[src/rtl/demorgan_pkg.sv]
// Shared types and sizes for the De Morgan gate-pair sweep controller.
package demorgan_pkg;

  typedef enum logic [1:0] {
    IDLE,
    SETTLE,
    COMPARE,
    DONE
  } state_t;

  localparam int unsigned NUM_VECTORS = 4;
  localparam int unsigned VEC_W       = 2;
  localparam int unsigned HOLD_W      = 4;
  localparam int unsigned ERR_W       = 3;

endpackage

[src/rtl/demorgan_sweep_ctrl.sv]
// Clocked sequencer that sweeps all four (a,b) vectors onto the De Morgan
// gate pair, waits HOLD_CYCLES per vector, checks both implementations
// against the golden NAND and reports error count / first failing vector.
module demorgan_sweep_ctrl
  import demorgan_pkg::*;
#(
  parameter int unsigned HOLD_CYCLES = 4   // legal range 1..15
) (
  input  logic             clk,
  input  logic             rst_n,
  input  logic             start,
  input  logic             y_lhs,
  input  logic             y_rhs,
  output logic             a_o,
  output logic             b_o,
  output logic             busy,
  output logic             done,
  output logic             pass,
  output logic [ERR_W-1:0] err_cnt,
  output logic             fail_valid,
  output logic [VEC_W-1:0] fail_vec
);

  localparam logic [HOLD_W-1:0] HOLD_LAST = HOLD_W'(HOLD_CYCLES - 1);
  localparam logic [VEC_W-1:0]  VEC_LAST  = VEC_W'(NUM_VECTORS - 1);

  state_t              r_state,      w_state;
  logic [VEC_W-1:0]    r_vec,        w_vec;
  logic [HOLD_W-1:0]   r_hold,       w_hold;
  logic                r_busy,       w_busy;
  logic                r_done,       w_done;
  logic                r_pass,       w_pass;
  logic [ERR_W-1:0]    r_err,        w_err;
  logic                r_fail_valid, w_fail_valid;
  logic [VEC_W-1:0]    r_fail_vec,   w_fail_vec;
  logic                w_golden;
  logic                w_vec_fail;

  // State and result registers; every output comes straight from a flop.
  always_ff @(posedge clk) begin
    if (!rst_n) begin
      r_state      <= IDLE;
      r_vec        <= '0;
      r_hold       <= '0;
      r_busy       <= 1'b0;
      r_done       <= 1'b0;
      r_pass       <= 1'b0;
      r_err        <= '0;
      r_fail_valid <= 1'b0;
      r_fail_vec   <= '0;
    end else begin
      r_state      <= w_state;
      r_vec        <= w_vec;
      r_hold       <= w_hold;
      r_busy       <= w_busy;
      r_done       <= w_done;
      r_pass       <= w_pass;
      r_err        <= w_err;
      r_fail_valid <= w_fail_valid;
      r_fail_vec   <= w_fail_vec;
    end
  end

  // Next-state and next-output logic; done/pass are computed on the
  // COMPARE->DONE transition so they are visible during the DONE cycle.
  always_comb begin
    w_state      = r_state;
    w_vec        = r_vec;
    w_hold       = r_hold;
    w_busy       = r_busy;
    w_done       = 1'b0;
    w_pass       = r_pass;
    w_err        = r_err;
    w_fail_valid = r_fail_valid;
    w_fail_vec   = r_fail_vec;
    w_golden     = ~(r_vec[1] & r_vec[0]);
    w_vec_fail   = 1'b0;

    case (r_state)
      IDLE: begin
        if (start) begin
          w_vec        = '0;
          w_hold       = '0;
          w_err        = '0;
          w_fail_valid = 1'b0;
          w_fail_vec   = '0;
          w_pass       = 1'b0;
          w_busy       = 1'b1;
          w_state      = SETTLE;
        end
      end
      SETTLE: begin
        w_hold = r_hold + HOLD_W'(1);
        if (r_hold == HOLD_LAST) begin
          w_state = COMPARE;
        end
      end
      COMPARE: begin
        w_vec_fail = (y_lhs != w_golden) || (y_rhs != w_golden);
        if (w_vec_fail) begin
          w_err = r_err + ERR_W'(1);
          if (!r_fail_valid) begin
            w_fail_valid = 1'b1;
            w_fail_vec   = r_vec;
          end
        end
        if (r_vec == VEC_LAST) begin
          w_done  = 1'b1;
          w_pass  = (w_err == '0);
          w_state = DONE;
        end else begin
          w_vec   = r_vec + VEC_W'(1);
          w_hold  = '0;
          w_state = SETTLE;
        end
      end
      DONE: begin
        w_busy  = 1'b0;
        w_state = IDLE;
      end
      default: begin
        w_state = IDLE;
      end
    endcase
  end

  assign a_o        = r_vec[1];
  assign b_o        = r_vec[0];
  assign busy       = r_busy;
  assign done       = r_done;
  assign pass       = r_pass;
  assign err_cnt    = r_err;
  assign fail_valid = r_fail_valid;
  assign fail_vec   = r_fail_vec;

endmodule

[config.mk]
export PLATFORM = sky130hd
export DESIGN_NAME = demorgan_sweep_ctrl
export DESIGN_NICKNAME = d
export VERILOG_FILES = /design/src/rtl/demorgan_pkg.sv /design/src/rtl/demorgan_sweep_ctrl.sv
export SDC_FILE = /design/constraint.sdc
export NUM_CORES = 1
export LEC_CHECK = 0
export BUFFER_PORTS_ARGS = -buffer_cell sky130_fd_sc_hd__buf_4
export CAP_MARGIN = 0
export CORE_MARGIN = 2
export CORE_UTILIZATION = 36
export DETAILED_ROUTE_END_ITERATION = 16
export PLACE_DENSITY_LB_ADDON = 0.3
export SYNTH_ARGS = -nofsm -noshare
export SYNTH_HDL_FRONTEND = slang
export SYNTH_SLANG_ARGS = --single-unit
[constraint.sdc]
create_clock -name clk -period 2.02 [get_ports clk]
set_input_delay 0.202 -clock clk [delete_from_list [all_inputs] [get_ports clk]]
set_output_delay 0.202 -clock clk [all_outputs]
set_load 0.02 [all_outputs]
==> results of run 1 <==
[state kept, by name, indices dropped and copies added (netlist names)]
register / flops
fail_vec: 2
r_vec: 2
fail_valid: 1
busy: 1
err_cnt: 3
r_hold: 4
r_state: 2
pass: 1
done: 1
[cell families (layout without fill, tap and decap cells)]
logic type,count (synthesis),in the layout,synth area share
fa+ha+maj,4,4,0.05595
simple gates,33,33,0.1930
compound gates,30,30,0.2322
buf+inv,8,24,0.04755
mux,1,1,0.01259
xor+xnor,5,5,0.07834
flops,17,17,0.3804
[routing by layer]
layer  up-vias  wire length [um]  track usage
met5         -                 0            0
met2        31               844       0.2175
met4         0                42      0.06838
met3         6               131      0.05000
met1       330               864       0.1935
li1        385                 -            -
[final timing paths]
kind / to / from / slack [ns]
setup reg to reg: err_cnt[0]$_SDFFE_PN0P_ / r_vec[0]$_SDFFE_PN0P_ / 0.34
hold / removal: fail_valid$_SDFFE_PN0P_ / start / 0.12
setup / recovery: err_cnt[0]$_SDFFE_PN0P_ / r_vec[0]$_SDFFE_PN0P_ / 0.34
hold reg to reg: fail_vec[1]$_SDFFE_PN0P_ / fail_vec[1]$_SDFFE_PN0P_ / 0.49
[layout make-up]
type | count | area [um2] | area share
Sequential cell | 17 | 340.3 | 0.3250
Tap cell | 30 | 37.54 | 0.03584
Multi-Input combinational cell | 73 | 511.7 | 0.4887
Clock buffer | 4 | 26.28 | 0.02509
Inverter | 5 | 18.77 | 0.01792
Timing Repair Buffer | 15 | 112.6 | 0.1075
[power groups by stage]
stage	registers [mW]	logic, mW	clock network (mW)
6_report	0.350	0.0621	0.186
5_1_grt	0.351	0.0693	0.210
3_3_place_gp	0.358	0.0608	0
2_1_floorplan	0.355	0.0415	0
3_5_place_dp	0.358	0.0613	0
4_1_cts	0.350	0.0618	0.190
[through the flow]
stage | hold WS, ns | power (mW) | cells | area (um2)
floorplan | 0.2966 | 0.3968 | 98 | 894.6
global placement | 0.4274 | 0.4185 | 140 | 1021
detailed placement | 0.4324 | 0.4188 | 140 | 1021
CTS | 0.1160 | 0.6022 | 144 | 1047
global route | 0.1018 | 0.6307 | 144 | 1047
finish | 0.1201 | 0.5983 | 144 | 1047
[placed cells by master (no fill, tap or decap), drive strengths merged]
master | Yosys | final
buf | 3 | 15
ha | 4 | 4
and2b | 2 | 2
nand2b | 3 | 3
and3 | 2 | 2
nand3 | 2 | 2
nor2b | 1 | 1
a22oi | 3 | 3
o32ai | 1 | 1
nand4 | 1 | 1
a21o | 2 | 2
xor2 | 5 | 5
o311ai | 2 | 2
and2 | 1 | 1
nor2 | 12 | 12
dfxtp | 17 | 17
o211ai | 1 | 1
a211oi | 1 | 1
clkbuf | 0 | 4
mux2 | 1 | 1
nor3b | 1 | 1
nor4 | 1 | 1
o31ai | 2 | 2
inv | 5 | 5
nand2 | 4 | 4
a21oi | 7 | 7
nor3 | 3 | 3
o21ai | 5 | 5
o21bai | 2 | 2
a22o | 3 | 3
o21a | 1 | 1
==> results by group, run 1 <==
Run status
  – Status: finished clean

Final layout
  – Layout fillers: 246
  – Share of post-route cells with drive strength above 1: 0.2281
  – Final Core Density: 0.4346
  – Antenna cells: 0
  – P&R area growth vs syn: 17.06%
  – Final nets: 124

Worst setup path
  – Bufs and invs on worst path: 0
  – Critical path type: reg2reg
  – Path depth of the worst reg2reg path: 5
  – Kind of cell adding the most delay to the critical path: flip-flops
  – Worst Path Max Fanout: 7
  – Critical path arrival: 1.87 ns
  – WP depth: 5
  – Critical path launch point type: register
  – Worst path max stage delay: 0.45 ns
  – Crit-path cells: ha_1, xor2_4, and2_4, nor2_2, mux2_2
  – Critical Path RT: 2.21 ns
  – Slowest CP cell: dfxtp_1
  – Type of element capturing the critical path: register

Die
  – CORE AREA: 2410 um2
  – Initial Util: 0.3712
  – Die X-Extent: 53.85 um
  – I/O pins: 16
  – Floorplan row count: 18
  – Die Area: between 2000 and 3000 um2
  – Die H: 53.85 um

STA
  – Final period utilization: 0.8326
  – Hold Vio Cnt, Final: 0
  – Worst slew pin tran: 0.4705 ns
  – Fin crit period: 1.682 ns
  – Slew Viols, Final: 0
  – Fmax achieved: 594.6 MHz
  – Final setup margin: 0.3382 ns
  – Setup violators final: 0
  – Max_slew headroom: 0.6859
  – RSZ-0062 raised after global routing: no
  – Clk_skew: 0.0008975 ns
  – Setup TNS Final: 0 ns

Power
  – Switching Share: 0.2558
  – PD cells: 571.3 nW/um2
  – Clock power frac: 0.311
  – Max rail drop VDD: 0.0003074 V
  – Leak: 0.4564 nW
  – Logic pwr share: 0.104
  – Reg power frac: 0.585
  – Psw: 0.1531 mW
  – Pint: 0.4452 mW

Detailed routing
  – Routed Antenna Nets: 0
  – WL final: 1.882 mm
  – Initial DRC Count: 31
  – Routed via count: 752
  – DRT Pass-1 Iters: 4
  – Wire per inst: approximately 13 um
  – Vias per cell: about 5.2
  – # DRC: 0

Place
  – GP Congestion: 0.7684
  – DP Wirelength: between 1 and 1.5 mm
  – IO buf count: 15
  – Placement Setup Slack: 0.3574 ns

CTS
  – H-tree depth: 1
  – Root Buffer: clkbuf_4
  – Worst-path clk slew: roughly 0.1 ns
  – Hold Buf Count CTS: 0
  – Worst skew pair latency: between 0.2 and 0.3 ns
  – Post-CTS Resized: 0
  – # clock sinks: 17
  – CTS Buf Count: 3
  – Setup bufs post-CTS: 0
  – Clk buf depth: 2
  – CTS tree: built

Synthesis
  – Post-synth top area cell: dfxtp_1
  – Post-synthesis sequential area ratio: 0.3804
  – Mean Syn Cell Area: 9.129 um2
  – Post-synth top cells: dfxtp_1, nor2_1, a21oi_1
  – Synth Flop Type: dfxtp_1
  – Synth Register Bits: 17
  – Yosys cell types: 39
  – Syn Inst Count: 98
  – Post-synthesis net count: 107
  – Ys async rst share: 0
  – Synth top area cells: dfxtp_1, ha_1, nor2_1
  – Number of synthesized flops with an enable pin: 0
  – Most common cell in the netlist: dfxtp_1
  – Syn Std Cell Area: 894.6 um2
  – Warnings from Yosys: 0
  – Top-area cell type share of the netlist area: 0.3804

GRT
  – Initial antenna violation count: 0
  – GRT Total Usage: 0.1480
  – First-pass GRT wire length: 3.084 mm
  – Grt ovf: 0
  – Vias in the first global route: 680
  – Largest net degree at the start of global routing: 17

Run
  – Max-Cap Viols: 0

Hold path
  – Hold Crit Depth: 2
  – HP Class: in2reg
Power figures use the tool's default switching activity.
==> run 2: changes to the inputs <==
==> constraint.sdc (replaced) <==
create_clock -name clk -period 1.6 [get_ports clk]
set_input_delay 0.16 -clock clk [delete_from_list [all_inputs] [get_ports clk]]
set_output_delay 0.16 -clock clk [all_outputs]
set_load 0.02 [all_outputs]
==> run 2 against run 1 <==
Compared with the run above: wire length up 0.69%; register-to-register slack worse by 0.22 ns; setup slack lost 0.22 ns; critical path type unchanged; critical endpoint is now fail_vec[0]$_SDFFE_PN0P_; largest cell class unchanged.
==> results by group, run 2 (same netlist as run 1, synthesis figures left out) <==
Place
  – GP Congestion: 0.8188 (was 0.7684)
  – IO buf count: 15 (unchanged)
  – DP Wirelength: 1.490 mm (was 1.359 mm)

STA
  – Worst slew pin tran: 0.3704 ns (was 0.4705 ns)
  – Fin crit period: 1.481 ns (was 1.682 ns)
  – Setup violators final: 0 (unchanged)
  – RSZ-0062 raised after global routing: no (unchanged)
  – Hold Vio Cnt, Final: 0 (unchanged)
  – Max_slew headroom: 0.7491 (was 0.6859)
  – Clk_skew: 0.004743 ns (was 0.0008975 ns)
  – Minimum hold slack: 0.08031 ns (was 0.1201 ns)
  – Fmax achieved: 675.4 MHz (was 594.6 MHz)
  – Slew Viols, Final: 0 (unchanged)
  – Final period utilization: 0.9254 (was 0.8326)

Detailed routing
  – DRT Pass-1 Iters: 4 (unchanged)
  – Initial DRC Count: 11 (was 31)
  – # DRC: 0 (unchanged)
  – Wire per inst: 12.72 um (was 13.07 um)
  – Routed Antenna Nets: 0 (unchanged)
  – Vias per cell: 5.128 (was 5.222)
  – WL final: 1.895 mm (was 1.882 mm)
  – Routed via count: 764 (was 752)

CTS
  – CTS Buf Count: 3 (unchanged)
  – Worst-path clk slew: 0.10 ns (about the same)
  – Worst skew pair latency: 0.29 ns (about the same)
  – H-tree depth: 1 (unchanged)
  – Clk buf depth: 2 (unchanged)
  – Root Buffer: clkbuf_4 (unchanged)
  – # clock sinks: 17 (unchanged)
  – CTS tree: built (unchanged)

GRT
  – GRT Total Usage: 0.1525 (was 0.1480)
  – Largest net degree at the start of global routing: 12 (was 17)
  – Grt ovf: 0 (unchanged)
  – Initial antenna violation count: 0 (unchanged)
  – Vias in the first global route: 728 (was 680)
  – First-pass GRT wire length: 3.187 mm (was 3.084 mm)

Die
  – I/O pins: 16 (unchanged)
  – Initial Util: 0.3712 (unchanged)
  – CORE AREA: 2410 um2 (unchanged)
  – Die H: 53.85 um (unchanged)
  – Floorplan row count: 18 (unchanged)
  – Die X-Extent: 53.85 um (unchanged)
  – Die Area: 2900 um2 (unchanged)

Worst setup path
  – Worst setup path startpoint: r_vec[1]$_SDFFE_PN0P_ (was r_vec[0]$_SDFFE_PN0P_)
  – Critical path launch point type: register (unchanged)
  – Worst Path Max Fanout: 5 (was 7)
  – Critical path arrival: 1.67 ns (was 1.87 ns)
  – Critical Path RT: 1.79 ns (was 2.21 ns)
  – Type of element capturing the critical path: register (unchanged)
  – Critical path type: reg2reg (unchanged)
  – RR Startpoint: r_vec[1]$_SDFFE_PN0P_ (was r_vec[0]$_SDFFE_PN0P_)

Final layout
  – Largest register FFs: 4 (unchanged)
  – Most flops, register: r_hold (unchanged)
  – Layout fillers: 241 (was 246)
  – P&R area growth vs syn: 22.10% (was 17.06%)
  – Final nets: 129 (was 124)
  – Most frequent cells in the layout: buf_4, dfxtp_1, nor2_1 (was dfxtp_1, buf_4, nor2_1)
  – Commonest non-fill, non-tap cell in the layout: buf_4 (was dfxtp_1)
  – Share of post-route cells with drive strength above 1: 0.2857 (was 0.2281)
  – Antenna cells: 0 (unchanged)
  – Final Core Density: 0.4533 (was 0.4346)

Power
  – Max rail drop VDD: 0.0005019 V (was 0.0003074 V)
  – PD cells: 692.6 nW/um2 (was 571.3 nW/um2)
  – Leak: 0.4799 nW (was 0.4564 nW)

Hold path
  – Worst hold start: start (unchanged)
  – HP Class: in2reg (unchanged)

Run status
  – Status: finished clean (unchanged)

Run
  – Max-Cap Viols: 0 (unchanged)
## run 2: cell types whose count changed in the layout (fill, tap and decap cells not counted)
cell and delta:
o21ai_1 -1, o311ai_1 +2, o21ai_2 +1, ha_2 +1
buf_4 +5, ha_1 -1, dfxtp_2 +1, dfxtp_1 -1
o311ai_0 -2
## run 2: final timing paths
| kind | endpoint | slack (ns) | depth (start not counted) |
|---|---|---|---|
| min reg2reg | fail_vec[0]$_SDFFE_PN0P_ | 0.49 | 1 |
| max | fail_vec[0]$_SDFFE_PN0P_ | 0.12 | 5 |
| min | fail_valid$_SDFFE_PN0P_ | 0.08 | 2 |
| max reg2reg | fail_vec[0]$_SDFFE_PN0P_ | 0.12 | 5 |
## run 2: report_power, final
group	internal, mW	switching (mW)	total (mW)	leakage, nW
clock network	0.0970	0.134	0.231	0.0150
registers	0.430	0.0103	0.441	0.138
logic	0.0394	0.0452	0.0846	0.327
## run 2: per-layer routing
metal / up-vias / routed length [um] / GRT usage
li1: 393 / - / -
met1: 353 / 854 / 0.1827
met2: 16 / 935 / 0.2602
met3: 2 / 92 / 0.05833
met4: 0 / 13 / 0.02564
met5: - / 0 / 0
## run 2: worst max-delay path, stage by stage (launching register included)
cell and delay (ns):
dfxtp_1 0.41, ha_1 0.25, xor2_2 0.23, and2_4 0.20, nor3_1 0.06, a22o_1 0.23
## run 2: final cells by class
type                       count  area [um2]  area share
timing repair buffer          20       150.1      0.1375
clock buffer                   4       26.28     0.02405
multi-input combinational     73       518.0      0.4742
inverter                       5       18.77     0.01718
tap                           30       37.54     0.03436
sequential                    17       341.6      0.3127
## run 2: through the flow
step / power, mW / cells / instance area (um2) / setup WS (ns) / TNS [ns]
after floorplan: 0.5010 / 98 / 894.6 / 0.003597 / 0
after global placement: 0.5345 / 145 / 1059 / 0.1106 / 0
after detailed placement: 0.5349 / 145 / 1059 / -0.01064 / -0.01064
after CTS: 0.7654 / 149 / 1085 / 0.04235 / 0
after global routing: 0.7953 / 149 / 1092 / 0.02166 / 0
final: 0.7565 / 149 / 1092 / 0.1194 / 0
## run 2: repair_timing
action	in CTS	in global routing
endpoints found under the setup margin	1	7
setup buffers	0	0
gates resized for setup	1	4
hold buffers	0	0
==> run 3: changes to the inputs <==
--- a/config.mk
+++ b/config.mk
@@ -7,10 +7,12 @@
 export LEC_CHECK = 0
 export BUFFER_PORTS_ARGS = -buffer_cell sky130_fd_sc_hd__buf_4
 export CAP_MARGIN = 0
-export CORE_MARGIN = 2
+export CORE_MARGIN = 4
 export CORE_UTILIZATION = 36
 export DETAILED_ROUTE_END_ITERATION = 16
+export GPL_TIMING_DRIVEN = 0
 export PLACE_DENSITY_LB_ADDON = 0.3
+export SKIP_LAST_GASP = 1
 export SYNTH_ARGS = -nofsm -noshare
 export SYNTH_HDL_FRONTEND = slang
 export SYNTH_SLANG_ARGS = --single-unit
==> run 3 against run 2 <==
Compared with the run above: fmax decreased by 1.8%; utilization increased by 1.6 points; largest cell class unchanged; die area increased by 15%; register-to-register slack got worse by 0.03 ns; sequential power decreased by 1%; highest routed layer unchanged; global-route usage decreased by 3.1 points; first-iteration DRC count increased by 73%; clock-buffer cell count unchanged; via count increased by 0.39%; combinational power decreased by 0.7%; non-clock buffer count decreased by 2.
==> results by group, run 3 (same netlist as run 1, synthesis figures left out) <==
Run status
  – Status: finished clean (unchanged)

Worst setup path
  – Path depth of the worst reg2reg path: 6 (was 5)
  – Reg-to-Reg End: err_cnt[0]$_SDFFE_PN0P_ (was fail_vec[0]$_SDFFE_PN0P_)
  – Critical path arrival: 1.70 ns (was 1.67 ns)
  – Kind of cell adding the most delay to the critical path: flip-flops (unchanged)
  – FF-to-FF setup slack: 0.09 ns (was 0.12 ns)
  – RR Startpoint: r_vec[0]$_SDFFE_PN0P_ (was r_vec[1]$_SDFFE_PN0P_)
  – Worst path max stage delay: 0.38 ns (was 0.41 ns)
  – Slowest CP cell: dfxtp_4 (was dfxtp_1)
  – Worst Path Max Fanout: 7 (was 5)
  – Critical path launch point type: register (unchanged)
  – Type of element capturing the critical path: register (unchanged)
  – Critical Path RT: 1.79 ns (about the same)
  – Crit-path cells: ha_1, buf_6, xor2_4, and2_4, nor2_2, mux2_2 (was ha_1, xor2_2, and2_4, nor3_1, a22o_1)
  – Bufs and invs on worst path: 1 (was 0)
  – Critical path type: reg2reg (unchanged)

STA
  – Setup violators final: 0 (unchanged)
  – Fin crit period: 1.508 ns (was 1.481 ns)
  – Clk_skew: 0.005305 ns (was 0.004743 ns)
  – RSZ-0062 raised after global routing: no (unchanged)
  – Fmax achieved: 662.9 MHz (was 675.4 MHz)
  – Setup TNS Final: 0 ns (unchanged)
  – Slew Viols, Final: 0 (unchanged)
  – Hold Vio Cnt, Final: 0 (unchanged)
  – Final period utilization: 0.9428 (was 0.9254)
  – Worst slew pin tran: 0.4102 ns (was 0.3704 ns)
  – Max_slew headroom: 0.7230 (was 0.7491)

Die
  – CORE AREA: 2297 um2 (was 2410 um2)
  – Initial Util: 0.3894 (was 0.3712)
  – Die Area: 3347 um2 (was 2900 um2)
  – Die H: 57.85 um (was 53.85 um)
  – I/O pins: 16 (unchanged)
  – Die X-Extent: 57.85 um (was 53.85 um)
  – Floorplan row count: 17 (was 18)

Final layout
  – P&R area growth vs syn: 20.56% (was 22.10%)
  – Area of the multi-input gates: 516.7 um2 (was 518.0 um2)
  – Layout fillers: 227 (was 241)
  – Share of post-route cells with drive strength above 1: 0.2735 (was 0.2857)
  – Commonest non-fill, non-tap cell in the layout: buf_4 (unchanged)
  – Final Core Density: 0.4695 (was 0.4533)
  – Most flops, register: r_hold (unchanged)
  – Final nets: 127 (was 129)
  – Largest register FFs: 4 (unchanged)
  – Flip-flop and latch area: 345.3 um2 (was 341.6 um2)
  – Most frequent cells in the layout: buf_4, dfxtp_1, nor2_1 (unchanged)
  – Antenna cells: 0 (unchanged)

Power
  – PD cells: 696.1 nW/um2 (was 692.6 nW/um2)
  – Max rail drop VDD: 0.0004000 V (was 0.0005019 V)
  – Leak: 0.4750 nW (was 0.4799 nW)

CTS
  – Worst skew pair latency: 0.29 ns (about the same)
  – Setup bufs post-CTS: 0 (unchanged)
  – Clk buf depth: 2 (unchanged)
  – CTS Buf Count: 3 (unchanged)
  – CTS tree: built (unchanged)
  – H-tree depth: 1 (unchanged)
  – Worst-path clk slew: 0.10 ns (about the same)
  – # clock sinks: 17 (unchanged)
  – Hold Buf Count CTS: 0 (unchanged)
  – Root Buffer: clkbuf_4 (unchanged)

Detailed routing
  – # DRC: 0 (unchanged)
  – DRT Pass-1 Iters: 4 (unchanged)
  – Vias per cell: 5.290 (was 5.128)
  – WL final: 1.817 mm (was 1.895 mm)
  – Wire per inst: 12.53 um (was 12.72 um)
  – Initial DRC Count: 19 (was 11)
  – Routed via count: 767 (was 764)
  – Routed Antenna Nets: 0 (unchanged)

GRT
  – Initial antenna violation count: 0 (unchanged)
  – GRT Total Usage: 0.1220 (was 0.1525)
  – First-pass GRT wire length: 3.229 mm (was 3.187 mm)
  – Grt ovf: 0 (unchanged)
  – Vias in the first global route: 763 (was 728)
  – Largest net degree at the start of global routing: 11 (was 12)

Run
  – Max-Cap Viols: 0 (unchanged)

Place
  – DP Wirelength: 1.383 mm (was 1.490 mm)
  – GP Congestion: 0.8006 (was 0.8188)
  – IO buf count: 15 (unchanged)

Hold path
  – HP Class: in2reg (unchanged)
  – Worst hold start: start (unchanged)
  – Endpoint, Worst Hold: fail_valid$_SDFFE_PN0P_ (unchanged)
  – Hold Crit Depth: 2 (unchanged)
-- run 3: cell types whose count changed in the layout (fill, tap and decap cells not counted) --
cell      before  now
buf_6          0    1
dfxtp_1       16   15
o311ai_1       2    0
ha_2           1    0
ha_1           3    4
buf_2          0    1
o21ai_2        1    0
buf_4         20   16
o21ai_1        1    2
nor3_1         3    2
nor3_2         0    1
dfxtp_4        0    1
o311ai_0       0    2
-- run 3: cell type report --
class	count	area share
Multi-Input combinational cell	73	0.4791
Sequential cell	17	0.3202
Timing Repair Buffer	15	0.1044
Tap cell	28	0.03248
Clock buffer	4	0.02436
Buffer	3	0.02204
Inverter	5	0.01740
-- run 3: metal layers --
| metal | vias up | GRT usage | part of all wire |
|---|---|---|---|
| met5 | - | 0 | 0 |
| met4 | 0 | 0.02980 | 0.012 |
| met3 | 4 | 0.04232 | 0.052 |
| met2 | 18 | 0.2113 | 0.47 |
| met1 | 355 | 0.1434 | 0.47 |
| li1 | 390 | - | - |
-- run 3: per-stage QoR --
step                cell area [um2]  setup WS (ns)  total power [mW]  hold slack [ns]  instances
floorplan                     894.6       0.003597            0.5010           0.2546         98
global placement               1042       0.004242            0.5291           0.3939        141
detailed placement             1042       0.004736            0.5310           0.4005        141
CTS                            1070        0.04589            0.7683          0.08040        145
global route                   1079        0.01498            0.7914          0.08935        145
finish                         1079        0.09152            0.7507          0.09136        145
-- run 3: what timing repair did --
item,4_1_cts,5_1_grt
pin swaps,0,0
resized for setup,1,3
setup endpoints to repair,4,3
-- run 3: how the worst max path moves through the flow --
stage | depth (start not counted) | end | start | slack [ns]
floorplan | 6 | err_cnt[0]$_SDFFE_PN0P_ | r_vec[0]$_SDFFE_PN0P_ | 0.004
global placement | 5 | err_cnt[0]$_SDFFE_PN0P_ | r_vec[0]$_SDFFE_PN0P_ | 0.004
detailed placement | 6 | err_cnt[0]$_SDFFE_PN0P_ | r_vec[0]$_SDFFE_PN0P_ | 0.005
CTS | 5 | err_cnt[0]$_SDFFE_PN0P_ | r_vec[1]$_SDFFE_PN0P_ | 0.05
global route | 6 | err_cnt[0]$_SDFFE_PN0P_ | r_vec[0]$_SDFFE_PN0P_ | 0.01
finish | 6 | err_cnt[0]$_SDFFE_PN0P_ | r_vec[0]$_SDFFE_PN0P_ | 0.09
-- run 3: power by group --
group | switching, mW | internal, mW | leakage (nW)
Sequential | 0.00681 | 0.429 | 0.139
Combinational | 0.0477 | 0.0362 | 0.321
Clock | 0.134 | 0.0970 | 0.0150
Total | 0.189 | 0.562 | 0.475
